$ cat config.mk
export PLATFORM = sky130hd
export DESIGN_NAME = fetch_unit
export DESIGN_NICKNAME = d
export VERILOG_FILES = /design/src/rtl/fetch_unit.sv
export SDC_FILE = /design/constraint.sdc
export NUM_CORES = 1
export LEC_CHECK = 0
export CORE_ASPECT_RATIO = 0.6
export CORE_MARGIN = 1
export CORE_UTILIZATION = 54
export DETAILED_ROUTE_END_ITERATION = 7
export PLACE_DENSITY = 0.86
export SYNTH_ARGS = -nofsm -noshare
export SYNTH_HDL_FRONTEND = slang
export SYNTH_SLANG_ARGS = --single-unit
export TNS_END_PERCENT = 50
$ cat constraint.sdc
create_clock -name clk -period 6.8 [get_ports clk]
set_clock_uncertainty 0.05 [all_clocks]
set_input_delay 2.04 -clock clk [delete_from_list [all_inputs] [get_ports clk]]
set_output_delay 2.04 -clock clk [all_outputs]
set_load 0.01 [all_outputs]
$ cat src/rtl/fetch_unit.sv
// Instruction fetch unit: issues single-outstanding memory reads and buffers
// returned words, tagged with their fetch address, in a small FIFO queue.
module fetch_unit #(
   parameter int DATA_W   = 16,
   parameter int ADDR_W   = 9,
   parameter int DEPTH    = 4,
   parameter int RESET_PC = 0
) (
   input  logic                         clk,
   input  logic                         reset,
   output logic [1:0]                   mem_cmd,
   output logic [ADDR_W-1:0]            mem_addr,
   input  logic [DATA_W-1:0]            mdata,
   output logic [DATA_W-1:0]            instr,
   output logic [ADDR_W-1:0]            instr_pc,
   output logic                         instr_valid,
   input  logic                         instr_ready,
   input  logic                         redirect,
   input  logic [ADDR_W-1:0]            redirect_pc,
   input  logic                         halt,
   output logic [$clog2(DEPTH+1)-1:0]   count
);

   localparam int CW = $clog2(DEPTH + 1);
   localparam int PW = $clog2(DEPTH);
   localparam logic [CW:0]       DEPTH_C = (CW + 1)'(DEPTH);
   localparam logic [ADDR_W-1:0] PC0     = ADDR_W'(RESET_PC);

   localparam logic [0:0] ST_IDLE = 1'b0;
   localparam logic [0:0] ST_REQ  = 1'b1;

   logic [ADDR_W-1:0] fpc;
   logic [ADDR_W-1:0] tag;
   logic [0:0]        slot_state;
   logic [PW-1:0]     head;
   logic [PW-1:0]     tail;
   logic [DATA_W-1:0] data_mem [DEPTH];
   logic [ADDR_W-1:0] pc_mem   [DEPTH];

   logic              inflight;
   logic              deq;
   logic              enq;
   logic              issue;
   logic [CW:0]       occupancy;

   assign inflight  = (slot_state == ST_REQ);
   assign deq       = instr_valid & instr_ready;
   assign enq       = inflight & ~redirect;

   // Credit check: words held plus the one in flight, less the word leaving now.
   assign occupancy = {1'b0, count} + (CW + 1)'(inflight) - (CW + 1)'(deq);
   assign issue     = reset & ~halt & ~redirect & (occupancy < DEPTH_C);

   assign mem_cmd     = issue ? 2'b01 : 2'b00;
   assign mem_addr    = fpc;
   assign instr_valid = (count != '0);
   assign instr       = data_mem[head];
   assign instr_pc    = pc_mem[head];

   always_ff @(posedge clk or negedge reset) begin
      if (!reset) begin
         fpc        <= PC0;
         tag        <= '0;
         slot_state <= ST_IDLE;
         head       <= '0;
         tail       <= '0;
         count      <= '0;
      end else if (redirect) begin
         // Flush wins over any same-cycle enqueue or dequeue.
         fpc        <= redirect_pc;
         slot_state <= ST_IDLE;
         head       <= '0;
         tail       <= '0;
         count      <= '0;
      end else begin
         if (issue) begin
            fpc <= fpc + 1'b1;
            tag <= fpc;
         end
         slot_state <= issue ? ST_REQ : ST_IDLE;
         if (enq) tail <= tail + 1'b1;
         if (deq) head <= head + 1'b1;
         count <= count + CW'(enq) - CW'(deq);
      end
   end

   // NOTE: queue storage is deliberately not reset; pointers and count define
   // validity, so the array maps onto plain RAM/register-file cells.
   always_ff @(posedge clk) begin
      if (enq) begin
         data_mem[tail] <= mdata;
         pc_mem[tail]   <= tag;
      end
   end

endmodule

==> metrics list <==
* Run status: finished, final reports clean
* Worst min-delay path class: register to register
* Floorplan die height: 77.0 µm
- Walking the worst path, the cells encountered are clkdlybuf4s50_1, and2_1, ha_1, inv_1, ha_1, and3b_1, or4b_1, a31oi_4, dlymetal6s2s_1.
* Endpoints failing hold: 0
- The floorplan has 26 rows.
- Relative to the synthesized area, the layout overhead comes to 26.8%.
- The commonest cells after synthesis are edfxtp_1, dfrtp_1, mux4_2.
- Post-DR wirelength/cell: 20.1 µm
* Critical Path Most Common Cell: ha_1
* Element type at the critical path start: input port
* Cell area after synthesis: 5070 µm²
- 70 I/O pins were placed.
* Final worst-path cycle share: 0.934
- Count of cell instances traversed by the critical path: 9
- The final number of max-transition violations was 0.
- By instance count, the leading cell after synthesis is edfxtp_1.
- The biggest area contributor in the post-synthesis netlist is edfxtp_1.
* Half-perimeter wire length of the detailed placement result: 6.12 mm
* Total detailed-routing wirelength: 9.89 mm
- Cell with the largest stage delay on the worst path: or4b_1
- For this design the total switching power over the nets is 0.000587 W.
- Count of distinct cell types in the synthesized netlist: 36
- Via count of the first global-routing pass: 2,903
- For this run, the top clock speed supported by timing is 0.157 GHz.
- For this run, the leading register cell type out of synthesis is edfxtp_1.
- Depth of the worst register-to-register path: 11
- The critical path is of the input port to primary output type.
- The number of buffers and inverters on the critical path is 3.
- Number of clock sinks seen by CTS: 126
- Maximum number of pins on one net before global-route repair: 28
- After routing, the total negative slack on setup checks comes to 0 ns.
- In this run the critical register-to-register path is launched from count[1].
- Buffers inserted to repair hold after CTS numbered 0.
- Fraction of final layout cells sized beyond drive strength 1: 0.204
- Number of antenna violations at the first check in global routing: 0
* Min-Delay Startpoint: tag[2]
- TritonCTS built the clock tree.
- Data arrives at the worst endpoint at 4.26 ns.
- Cell types occupying the most area after synthesis: edfxtp_1, dfrtp_1, mux4_2
* Setup repair bufs after CTS: 0
- Tracing the worst setup path back leads to its startpoint at instr_ready.
- First-pass GRT wire length: 15.7 mm
* Share of total power in sequential cells: 0.446
- Via count: 2,722
- Via-per-instance ratio: 5.52
- Along the worst path, the maximum fanout reaches 3.
* Clock-pin slew on the worst setup and hold paths: 0.05 ns
* Cell leakage power: 2.24 nW
* Core area: 8820 µm²
* Post-layout nets: 396
- Clock period minus final worst setup slack: 6.35 ns
* Count of H-tree levels built during CTS: 4
- Pre-CTS setup slack: 0.0930 ns
- Width of the chip: 127 µm
- The die covers 9790 µm².
* Share of the synthesized area in the top cell type: 0.593
- Counting instances, the worst hold path has a depth of 0.
- Hold slack: 0.474 ns
- Data required time of the critical path: 4.71 ns
- Across the run, the number of max-cap violations was 0.
* Clock insertion delay at the later pin of the skew report: 0.41 ns
- The synthesized design contains 126 register bits.
- Count of endpoints failing setup in the final report: 0
- In the synthesized netlist the async set-or-reset flop fraction comes to 0.206.
- After detailed routing, the number of remaining DRC violations is 0.
- Setup slack closes at 0.451 ns.
- Initial DRT Pass Iterations: 5
- Number of routed nets with antenna violations: 0
- Part of the total power dissipated in combinational logic: 0.210
- Maximum buffer depth of the clock tree: 2
* Overall fraction of global-route tracks in use: 0.227
- Transition at the pin with the smallest max-transition slack: 0.887 ns
- After global routing the overflow that remains totals 0.
- TritonCTS created 17 clock buffers.
- Kind of capture point of the worst setup path: primary output
- The number of antenna diodes in the final layout is 0.
- Of the total power, the share spent switching nets is 0.257.
* Post-synthesis cell count: 271
* Synthesized netlist net count: 312
- Int Power: 0.00170 W
- Largest incremental delay on the critical path: 0.56 ns
* Largest vdd supply drop: 201 µV
- For this block, the initial DRC count from the detailed router was 189.
- EDFF count, synth: 100
- Root buf cell: clkbuf_16
- Measured against its own limit, the worst slew margin works out to 0.409.
* Proportion of power drawn by the clock network: 0.344
* Routability congestion estimate from global placement: 0.781
- Setup repair after global routing left no endpoint under its margin.
- For this run, the register share of the synthesized area comes to 0.721.
- Mean instance size in the synthesized netlist: 18.7 µm²
- Effective utilization at floorplan: 0.575
- During synthesis, Yosys emitted a total of 0 warnings.
- Worst path top cell family by delay: simple AND/OR/NAND/NOR gates
- Quantity of I/O buffers inserted on ports: 68
- Power density cells: 356 nW/µm²
## placed cells by master (no fill, tap or decap), drive strengths merged, types with 2 or more instances in the layout
cell type and count:
mux2 10, inv 11, xor2 4, nand2 16, nand4 2, and3 2, o21ai 7, clkinv 8
ha 10, clkbuf 21, mux4 25, xnor2 8, edfxtp 100, clkdlybuf4s50 67, nor2 9, a311oi 3
and2 5, buf 11, a31oi 6, dfrtp 26
## worst reg2reg max path, delay by kind of cell (launching register included)
kind,cells,cell delay [ns]
buffers and inverters,2,0.27
adder cells (fa/ha/maj),2,0.38
flip-flops,1,0.47
XOR/XNOR,1,0.19
AO/OA/AOI/OAI,2,0.57
AND/OR/NAND/NOR,4,1.37
## power by group through the flow
stage / clock network [W] / logic, W / registers, W
2_1_floorplan: 0 / 0.000308 / 0.000972
3_3_place_gp: 0 / 0.000462 / 0.00103
3_5_place_dp: 0 / 0.000478 / 0.00104
4_1_cts: 0.000802 / 0.000484 / 0.00103
5_1_grt: 0.000836 / 0.000514 / 0.00104
6_report: 0.000787 / 0.000479 / 0.00102
## sequential cells by signal, summed over array words and instances (netlist names)
name and flops:
inflight 1, tail 2, count 3, mem_addr 9, tag 9, pc_mem 36
head 2, data_mem 64
## timing repair
item                                   CTS  global route
endpoints found under the hold margin    0             0
resized for setup                        0             1
setup endpoints to repair                0             1
## final timing paths
kind                           endpoint  slack, ns
max in group asynchronous       head[0]       4.36
min in group asynchronous   mem_addr[7]       2.05
min                        pc_mem[3][2]       0.47
max reg2reg                 mem_addr[8]       3.39
max                          mem_cmd[0]       0.45
min reg2reg                pc_mem[3][2]       0.47
## routing by layer
layer | track usage | up-vias | routed length [µm]
met2 | 0.343 | 102 | 4720
met1 | 0.321 | 1387 | 4460
li1 | - | 1224 | -
met5 | 0 | - | 0
met4 | 0.0750 | 0 | 91
met3 | 0.0649 | 9 | 613
## stage by stage
stage / total power, W / instances / area [µm²] / utilization
2_1_floorplan: 0.00128 / 271 / 5070 / -
3_3_place_gp: 0.00149 / 462 / 5910 / 0.670
3_5_place_dp: 0.00152 / 462 / 5910 / 0.670
4_1_cts: 0.00231 / 493 / 6420 / 0.729
5_1_grt: 0.00239 / 493 / 6430 / 0.729
6_report: 0.00229 / 493 / 6430 / 0.729
## kinds of logic (layout without fill, tap and decap cells)
logic type,Yosys count,after routing,synth area share
XOR/XNOR,12,12,0.0207
flip-flops,126,126,0.721
other,1,1,0.000740
AND/OR/NAND/NOR,42,42,0.0422
adder cells (fa/ha/maj),11,11,0.0286
AO/OA/AOI/OAI,18,18,0.0274
buffers and inverters,25,121,0.0237
multiplexers,36,36,0.135
## layout make-up
| class | instances | area (µm²) |
|---|---|---|
| Tap cell | 126 | 158 |
| Multi-Input combinational cell | 120 | 1290 |
| Sequential cell | 126 | 3650 |
| Clock buffer | 21 | 440 |
| Fill cell | 546 | 2390 |
| Timing Repair Buffer | 79 | 766 |
| Clock inverter | 10 | 73.8 |
| Inverter | 11 | 41.3 |
No activity file was read; power rests on OpenSTA's default activity.
